### config.mk
export PLATFORM = sky130hd
export DESIGN_NAME = uart16550_axil_rxfifo
export DESIGN_NICKNAME = d
export VERILOG_FILES = /design/src/rtl/uart16550_axil_pkg.sv /design/src/rtl/uart16550_axil_fifo_mem.sv /design/src/rtl/uart16550_axil_rxfifo.sv
export SDC_FILE = /design/constraint.sdc
export NUM_CORES = 1
export LEC_CHECK = 0
export ABC_AREA = 0
export CORE_ASPECT_RATIO = 1.2
export CORE_UTILIZATION = 40
export CTS_CLUSTER_SIZE = 40
export DETAILED_ROUTE_END_ITERATION = 10
export PLACE_DENSITY_LB_ADDON = 0.12
export SLEW_MARGIN = 20
export SYNTH_ARGS = -nofsm -noshare
export SYNTH_HDL_FRONTEND = slang
export SYNTH_SLANG_ARGS = --single-unit
### constraint.sdc
create_clock -name clk -period 7.15 [get_ports clk]
set_input_delay 1.7875 -clock clk [delete_from_list [all_inputs] [get_ports clk]]
set_output_delay 1.7875 -clock clk [all_outputs]
set_load 0.02 [all_outputs]
### src/rtl/uart16550_axil_pkg.sv
// Shared constants for the 16550 AXI-Lite UART receive path: trigger encodings,
// error-flag bit positions and the character-timeout length.
package uart16550_axil_pkg;

  localparam logic [1:0] TRIG_1  = 2'b00;
  localparam logic [1:0] TRIG_Q  = 2'b01;
  localparam logic [1:0] TRIG_H  = 2'b10;
  localparam logic [1:0] TRIG_HI = 2'b11;

  localparam int ERR_PE = 0;
  localparam int ERR_FE = 1;
  localparam int ERR_BI = 2;

  localparam int TOUT_CHARS = 4;

  // Occupancy threshold for a trig_sel code in a FIFO of the given depth.
  function automatic int trig_level(input logic [1:0] sel, input int depth);
    int lvl;
    case (sel)
      TRIG_1:  lvl = 1;
      TRIG_Q:  lvl = depth / 4;
      TRIG_H:  lvl = depth / 2;
      default: lvl = depth - 2;
    endcase
    return lvl;
  endfunction

endpackage

### src/rtl/uart16550_axil_fifo_mem.sv
// Receive FIFO storage: one synchronous write port, one asynchronous read port,
// contents cleared only by reset.
module uart16550_axil_fifo_mem
  import uart16550_axil_pkg::*;
#(
  parameter  int DEPTH = 16,
  parameter  int WIDTH = 11,
  localparam int AW    = $clog2(DEPTH)
) (
  input  logic             clk,
  input  logic             reset_n,
  input  logic             we,
  input  logic [AW-1:0]    waddr,
  input  logic [WIDTH-1:0] wdata,
  input  logic [AW-1:0]    raddr,
  output logic [WIDTH-1:0] rdata
);

  logic [WIDTH-1:0] mem [DEPTH];

  always_ff @(posedge clk or negedge reset_n) begin
    if (!reset_n) begin
      for (int i = 0; i < DEPTH; i++) mem[i] <= '0;
    end else if (we) begin
      mem[waddr] <= wdata;
    end
  end

  assign rdata = mem[raddr];

endmodule

### src/rtl/uart16550_axil_rxfifo.sv
// 16550 receive FIFO with per-character error flags, trigger detection,
// error-in-FIFO indication, character timeout and 16450 single-register mode.
module uart16550_axil_rxfifo
  import uart16550_axil_pkg::*;
#(
  parameter  int DWIDTH = 8,
  parameter  int EWIDTH = 3,
  parameter  int DEPTH  = 16,
  localparam int AW     = $clog2(DEPTH)
) (
  input  logic              clk,
  input  logic              reset_n,
  input  logic              regmode,
  input  logic              flush,
  input  logic [1:0]        trig_sel,
  input  logic [DWIDTH-1:0] idata,
  input  logic [EWIDTH-1:0] ierr,
  input  logic              write,
  input  logic              read,
  output logic [DWIDTH-1:0] odata,
  output logic [EWIDTH-1:0] oerr,
  output logic [AW:0]       elems,
  output logic              empty,
  output logic              full,
  output logic              trig,
  output logic              fifoerr,
  output logic              oeflag,
  input  logic              clear_flag,
  input  logic              tout_tick,
  output logic              timeout
);

  localparam int W = DWIDTH + EWIDTH;

  logic [AW-1:0] rd_ptr, wr_ptr, mem_waddr;
  logic [AW:0]   elems_q, err_cnt, cap, level;
  logic [2:0]    tout_cnt;
  logic          regmode_q;
  logic [W-1:0]  head;
  logic          is_empty, is_full, do_flush;
  logic          wr_acc, rd_acc, overwrite, drop, mem_we;
  logic          err_inc, err_dec;

  assign cap   = regmode_q ? (AW+1)'(1) : (AW+1)'(DEPTH);
  assign level = regmode_q ? (AW+1)'(1) : (AW+1)'(trig_level(trig_sel, DEPTH));

  assign is_empty = (elems_q == '0);
  assign is_full  = (elems_q == cap);

  // A mode change empties the FIFO exactly like an FCR flush.
  assign do_flush = flush | (regmode != regmode_q);

  // Reading a full FIFO frees the slot the simultaneous write needs.
  assign rd_acc    = read & ~is_empty & ~do_flush;
  assign wr_acc    = write & (~is_full | read) & ~do_flush;
  assign overwrite = write & ~read & is_full &  regmode_q & ~do_flush;
  assign drop      = write & ~read & is_full & ~regmode_q & ~do_flush;

  assign mem_we    = wr_acc | overwrite;
  assign mem_waddr = overwrite ? rd_ptr : wr_ptr;

  assign err_inc = mem_we & (|ierr);
  assign err_dec = (rd_acc | overwrite) & (|head[W-1:DWIDTH]);

  uart16550_axil_fifo_mem #(
    .DEPTH (DEPTH),
    .WIDTH (W)
  ) u_mem (
    .clk     (clk),
    .reset_n (reset_n),
    .we      (mem_we),
    .waddr   (mem_waddr),
    .wdata   ({ierr, idata}),
    .raddr   (rd_ptr),
    .rdata   (head)
  );

  always_ff @(posedge clk or negedge reset_n) begin
    if (!reset_n) begin
      rd_ptr    <= '0;
      wr_ptr    <= '0;
      elems_q   <= '0;
      err_cnt   <= '0;
      regmode_q <= 1'b0;
    end else begin
      regmode_q <= regmode;
      if (do_flush) begin
        rd_ptr  <= '0;
        wr_ptr  <= '0;
        elems_q <= '0;
        err_cnt <= '0;
      end else begin
        if (wr_acc) wr_ptr <= wr_ptr + 1'b1;
        if (rd_acc) rd_ptr <= rd_ptr + 1'b1;
        elems_q <= elems_q + {{AW{1'b0}}, wr_acc} - {{AW{1'b0}}, rd_acc};
        err_cnt <= err_cnt + {{AW{1'b0}}, err_inc} - {{AW{1'b0}}, err_dec};
      end
    end
  end

  always_ff @(posedge clk or negedge reset_n) begin
    if (!reset_n) begin
      oeflag <= 1'b0;
    end else if (overwrite | drop) begin
      oeflag <= 1'b1;
    end else if (clear_flag) begin
      oeflag <= 1'b0;
    end
  end

  // Counts idle character times while data waits in the FIFO.
  always_ff @(posedge clk or negedge reset_n) begin
    if (!reset_n) begin
      tout_cnt <= '0;
    end else if (do_flush | read | write | is_empty) begin
      tout_cnt <= '0;
    end else if (tout_tick && tout_cnt != 3'(TOUT_CHARS)) begin
      tout_cnt <= tout_cnt + 3'd1;
    end
  end

  assign odata   = head[DWIDTH-1:0];
  assign oerr    = head[W-1:DWIDTH];
  assign elems   = elems_q;
  assign empty   = is_empty;
  assign full    = is_full;
  assign trig    = (elems_q >= level);
  assign fifoerr = (err_cnt != '0);
  assign timeout = (tout_cnt == 3'(TOUT_CHARS));

endmodule

Yosys cells after proc, flatten, opt, wreduce, memory -nomap -nowiden --
Cells that the tools add are included.
Word-level totals: register bits 199, input port bits 21
Operators by class: add/sub/neg operators 7, $lt $le $gt $ge 4, equality and inequality tests 6, mux-type cells 20, bitwise operators 27, reductions and logical operators 11
Operator list (number):
- $bwmux 176 | 1
- $bmux 11 s4 | 1
- $demux 11 s4 | 1
- $mux 11 | 3
- $mux 4 | 5
- $mux 5 | 4
- $and 1x1->1 | 12
- $pmux 4 s3 | 1
- $add 5x1->5 | 2
- $ge 5x5->1 const B | 2
- $not 4->5 | 2
- $sub 5x1->5 | 2
- $add 4x1->4 const B | 2
- $or 1x1->1 | 8
- $reduce_bool 2->1 | 4
- $mux 3 | 2
- $reduce_or 3->1 | 2
- $eq 5x5->1 | 1
- $ge 5x5->1 | 1
- $logic_not 5->1 | 1
- $lt 5x1->1 const B | 1
- $not 1->1 | 5
- $reduce_bool 5->1 | 1
- $add 3x1->3 const B | 1
- 8 further kinds | 10

Logic depth before layout (Yosys ltp) --
Gate-level depths: netlist of run 1.
word-level depth 12, depth in mapped cells 17, depth with buffers taken out 15

Modules after synthesis --
From an unflattened synthesis of run 1, not the netlist that was laid out.
Second synthesis, totals: cell total of the unflattened synthesis 670, area total of the unflattened synthesis 9733.1 µm²
Modules (own cells, without submodules):
- uart16550_axil_fifo_mem | times used 1, cells an instance 503, area each 8119.0 µm², sequential area each 4404.2 µm²
- uart16550_axil_rxfifo | times used 1, cells an instance 167, area each 1614.0 µm², sequential area each 575.6 µm²

Worst setup path after synthesis of run 1 --
Ideal clock, no wire load.
kind input-to-output, from input port trig_sel[0], to output port trig, arrival 2.830 ns, setup slack 2.533 ns, cell stages on the path 8, cell sequence nand2b_1 and2_1 ha_1 nand2b_1 a21oi_1 nor2b_1 o21ai_0 nand2_1
Between the ends: longest elaborated chain between the ends 4, elaborated cells on any way between the ends 6
Ends and longest elaborated chain:
- from (decl) | line uart16550_axil_rxfifo.sv:15 | input logic [1:0] trig_sel,
- $eq 2x2->1 (tied with other cells) | line uart16550_axil_pkg.sv:19 | case (sel)
- $pmux 4 s3 * | line uart16550_axil_pkg.sv:19
- $mux 5 * | line uart16550_axil_rxfifo.sv:45 | assign level = regmode_q ? (AW+1)'(1) : (AW+1)'(trig_level(trig_sel, DEPTH));
- $ge 5x5->1 * | line uart16550_axil_rxfifo.sv:127 | assign trig = (elems_q >= level);
- to (decl) | line uart16550_axil_rxfifo.sv:25 | output logic trig,
Mark *: on every way between the ends. The rest lies on a longest branch, timed or not.

Worst setup path in the final report of run 1 --
Same ends and word-level chain as after synthesis.

==> qor.yml, run 1 <==
outcome: "finished, final reports clean"
fin_util: 0.462
grt_pass1_wl_um: 37500
top_usage_layer: "met2"
period_needed_ps: 5770
clk_pin_slew_worst_paths_ps: 70
slew_headroom: 0.286
diodes: 0
dp_hpwl_um: 15000
crit_path_top_delay_cell: "clkdlybuf4s50_1"
holdBufCountCts: 0
synth_flop_cell: "dfrtp_1"
rows: 62
end_kind: "primary output"
cp-startpoint: "trig_sel[0]"
power_w: 0.00243
antenna_found_initial: 0
tritoncts: "yes"
synth_nets: 713
power.density_nw_per_um2: 220
whs_endpoint: "u_mem.mem[133]"
synthArstFlopShare: 1.00
grt_util_met1: 0.273
drcViolationCount: 0
cts_setup_buffers: 0
root_buffer: "clkbuf_16"
dr_total_vias: 5746
setup_tns_ps: 0
skew_ps: 11.6
cp.required_ps: 5360
grt_max_degree: 84
cp_cell_sequence: "clkdlybuf4s50_1 > nand2b_1 > and2_1 > ha_1 > nand2b_1 > a21oi_1 > nor2b_1 > o21ai_0 > nand2_1 > clkdlybuf4s50_1"
use_met3: 0.0379
vias_per_cell: 5.58
die_width_um: 144
fin_nets: 740
period_share: 0.806
reg2reg_depth: 13
drv_slew: 0
postRouteWirelength_um: 23500
gp_congestion: 0.766
fill_cells: 2174
cp_max_fo: 2
drtIter0Drc: 341
synth.top_cell.area_share: 0.512
cp_top_family: "buffers and inverters"
area_growth_pct: 13.5
worst_slew_pin_slew_ps: 1070
htreeDepth: 4
synth_edf_count: 0
synth_cells: 670
dpl.cell_count: 998
io_pins: 43
setup_viol: 0
r2r-start: "rd_ptr[0]"
fp.coreArea_um2: 23900
syn_area_um2: 9720
hold_path.startpoint: "u_mem.mem[133]"
fmax_mhz: 173
dieArea_um2: 24900
ys_ff_latch: 199
ys_seq_area_frac: 0.512
timing.rr.end: "err_cnt[4]"
start_util: 0.407
worstPathArrival_ps: 3980
grt.overflow.total: 0
critPathKind: "primary input to primary output"
hold_violations: 0
numCtsBuffers: 17
crit_path_start_kind: "primary input"
ir_worst_vdd_mv: 0.174
first_pass_iters: 4
hold_depth: 1
cts_buffer_depth: 2
hold_class: "register to register"
wl_per_cell_um: 22.8
critPathBufInv: 2
yosys.area.top_type: "dfrtp_1"
synth.distinct_cells: 49
ys_top_cells_by_area: "dfrtp_1, mux2_2, mux4_2"
layout.cells.non_filler: 1030
port_buffers: 42
final_layout_size_suffix_gt1_frac: 0.385
insertion_delay_ps: 430
drv.max_cap_violation_count: 0
p_leak_nw: 5.04
ys_warn_count: 0
regToRegSetupSlack_ps: 2710
max_stage_delay_ps: 550
met2_usage: 0.340
grt_use_total: 0.206
ant_nets: 0
cts_resized: 0
syn_avg_cell_area_um2: 14.5
grt_pass1_vias: 6318
fp.dieH_um: 173
rsz0062_at_grt: "no"
cts_num_sinks: 199
worst max path at each step:
| stage | end | depth (start not counted) |
|---|---|---|
| CTS | trig | 10 |
| detailed placement | trig | 10 |
| global route | trig | 10 |
| global placement | trig | 10 |
| finish | trig | 10 |
| floorplan | trig | 8 |
layout make-up:
| class | count | area, µm² | area share |
|---|---|---|---|
| sequential | 199 | 4980 | 0.452 |
| multi-input combinational | 407 | 4490 | 0.407 |
| timing repair buffer | 57 | 537 | 0.0487 |
| clock buffer | 19 | 453 | 0.0411 |
| tap | 320 | 400 | 0.0363 |
| clock inverter | 13 | 111 | 0.0101 |
| inverter | 15 | 56.3 | 0.00511 |
cell usage after synthesis, drive strengths merged (2+ instances only):
cell,n
nand2b,10
or4,4
xnor2,6
o21ai,5
xor2,9
a21o,2
inv,15
nor2b,7
buf,28
clkbuf,21
ha,20
and2,7
o32ai,5
nor2,25
a21oi,10
nor3,7
and3,2
a41o,2
mux2,176
fa,2
nand3b,4
a31oi,6
nand3,10
or2,2
o32a,2
nand4b,2
a22oi,3
dfrtp,199
nor3b,3
mux4,52
or3,2
nand2,12
metal layers:
metal	vias up	wire (µm)
met1	3107	10500
met2	103	11900
li1	2518	-
met3	18	733
met4	0	437
met5	-	0
state kept, by name, indices dropped and copies added, names as in the netlist:
register   flops
wr_ptr         4
err_cnt        5
u_mem.mem    176
elems          5
rd_ptr         4
oeflag         1
tout_cnt       3
regmode_q      1
cell usage in the layout, fill, tap and decap left out, types with 3 or more instances in the layout:
cell type,count
dfrtp_1,197
mux2_2,153
mux4_2,52
clkdlybuf4s50_1,41
nor2_1,25
ha_1,20
clkbuf_16,17
inv_1,15
buf_4,15
mux2_1,13
nand2_1,12
nand2b_1,10
nand3_1,10
a21oi_1,10
mux2_4,10
xor2_1,9
and2_1,7
nor2b_1,7
nor3_1,7
xnor2_1,6
a31oi_1,6
clkinv_4,5
nand3b_1,4
or4_1,4
inv_6,4
a22oi_1,3
o21ai_0,3
nor3b_1,3
o32ai_2,3
clkbuf_8,3
power breakdown:
| part | total (W) | internal, W | switching (W) | leakage (nW) |
|---|---|---|---|---|
| sequential | 0.00121 | 0.00118 | 0.0000309 | 2.73 |
| clock | 0.000927 | 0.000476 | 0.000451 | 0.283 |
| combinational | 0.000296 | 0.000148 | 0.000148 | 2.02 |
cells by family (layout without fill, tap and decap cells):
group | count (synthesis) | count (layout) | share of synthesized area
compound gates | 38 | 38 | 0.0272
xor+xnor | 15 | 15 | 0.0135
fa+ha+maj | 22 | 22 | 0.0299
buf+inv | 64 | 104 | 0.0300
flops | 199 | 199 | 0.512
mux | 229 | 229 | 0.329
simple gates | 103 | 103 | 0.0578
metrics by stage:
stage	hold slack [ps]	cell area, µm²	setup slack (ps)
floorplan	453	9720	2530
global placement	463	10500	1530
detailed placement	475	10500	1410
CTS	491	11000	1400
global route	513	11000	1310
finish	484	11000	1380
No activity file was read; power rests on OpenSTA's default activity.
==> run 2, diff against run 1 <==
==> constraint.sdc (replaced) <==
create_clock -name clk -period 5.2 [get_ports clk]
set_input_delay 1.3 -clock clk [delete_from_list [all_inputs] [get_ports clk]]
set_output_delay 1.3 -clock clk [all_outputs]
set_load 0.02 [all_outputs]
==> run 2 against run 1 <==
Via count is 0.97% lower. Sequential power is 37% higher. Largest cell class unchanged. Hold slack better by 6.7 ps. Combinational power is 35% higher. Register-to-register slack worse by 1700 ps.
==> qor.yml, run 2 (synthesized netlist as in run 1, its figures left out) <==
p_switching_w: 0.000855
drv.max_cap_violation_count: 0
largest_reg_flops: 176
holdBufCountCts: 0
cp.required_ps: 3900
grt_use_total: 0.197
worstPathArrival_ps: 3370
period_needed_ps: 4670
ant_nets: 0
grt_pass1_vias: 6127
clk_pin_slew_worst_paths_ps: 70
power.share.clock: 0.405
end_kind: "primary output"
area_growth_pct: 14.7
mostFrequentLayoutCells: "dfrtp_1, mux2_2, mux4_2"
port_buffers: 42
grt_pass1_wl_um: 36100
start_util: 0.407
setup_viol: 0
final_layout_size_suffix_gt1_frac: 0.387
worst_slew_pin_slew_ps: 1060
cts_num_sinks: 199
hold_class: "register to register"
cp_max_fo: 2
first_pass_iters: 4
dpl_worst_slack_ps: 523
skew_ps: 9.81
power.density_nw_per_um2: 311
p_leak_nw: 5.09
seqPwrFrac: 0.479
final_common_cell: "dfrtp_1"
ir_worst_vdd_mv: 0.245
regMostFlops: "u_mem.mem"
root_buffer: "clkbuf_16"
wl_per_cell_um: 22.0
dr_total_vias: 5690
cts_resized: 0
multi_input_area_um2: 4480
fin_nets: 744
setup_ws_ps: 527
rsz0062_at_grt: "no"
slew_headroom: 0.290
crit_path_start_kind: "primary input"
postRouteWirelength_um: 22800
insertion_delay_ps: 430
fill_cells: 2129
fp.coreArea_um2: 23900
die_width_um: 144
dp_hpwl_um: 14700
gp_congestion: 0.788
drv_slew: 0
drcViolationCount: 0
outcome: "finished, final reports clean"
p_comb_frac: 0.115
critPathKind: "primary input to primary output"
io_pins: 43
p_sw_frac: 0.247
vias_per_cell: 5.50
fp.dieH_um: 173
antenna_found_initial: 0
hold_violations: 0
tritoncts: "yes"
period_share: 0.899
reg2reg_depth: 12
numCtsBuffers: 17
drtIter0Drc: 398
setup_tns_ps: 0
fmax_mhz: 214
hold_depth: 1
p_int_w: 0.00261
cts_setup_buffers: 0
ff_latch_area_um2: 4980
grt.overflow.total: 0
diodes: 0
htreeDepth: 4
grt_max_degree: 130
rows: 62
dieArea_um2: 24900
cts_buffer_depth: 2
[run 2: cell type report]
type / count / area share
Tap cell: 320 / 0.0359
Clock buffer: 18 / 0.0394
Timing Repair Buffer: 61 / 0.0532
Inverter: 15 / 0.00505
Multi-Input combinational cell: 407 / 0.402
Sequential cell: 199 / 0.447
Clock inverter: 14 / 0.0171
[run 2: metrics by stage]
| stage | power (W) | hold slack [ps] | cell area [µm²] | utilization | std cells |
|---|---|---|---|---|---|
| floorplan | 0.00191 | 453 | 9720 | - | 670 |
| global placement | 0.00208 | 465 | 10500 | 0.440 | 1002 |
| detailed placement | 0.00209 | 476 | 10500 | 0.440 | 1002 |
| CTS | 0.00350 | 493 | 11100 | 0.466 | 1034 |
| global route | 0.00360 | 511 | 11100 | 0.466 | 1034 |
| finish | 0.00346 | 490 | 11100 | 0.466 | 1034 |
[run 2: critical path: stages]
cell             delay [ps]
clkdlybuf4s50_1         490
nand2b_1                 90
and2_1                  160
ha_1                    260
nand2b_1                140
a21oi_1                 140
nor2b_1                  60
o21ai_0                 140
nand2_1                  70
clkdlybuf4s50_1         530
[run 2: final timing paths]
kind,start,endpoint,slack [ps]
max,trig_sel[1],trig,530
min,u_mem.mem[50],u_mem.mem[50],490
max reg2reg,rd_ptr[0],err_cnt[4],1000
min reg2reg,u_mem.mem[50],u_mem.mem[50],490
max in group asynchronous,reset_n,u_mem.mem[171],3240
min in group asynchronous,reset_n,tout_cnt[2],990
[run 2: layer usage]
layer	GRT usage	part of all wire	vias up	routed length, µm
li1	-	-	2531	-
met1	0.267	0.44	3011	10000
met2	0.318	0.50	124	11300
met3	0.0349	0.043	24	981
met4	0.0618	0.020	0	448
met5	0	0	-	0
[run 2: power groups by stage]
stage	clock network (W)	registers, W	logic [W]
6_report	0.00140	0.00166	0.000400
5_1_grt	0.00149	0.00167	0.000435
4_1_cts	0.00144	0.00166	0.000408
3_5_place_dp	0	0.00169	0.000404
3_3_place_gp	0	0.00169	0.000397
2_1_floorplan	0	0.00167	0.000235
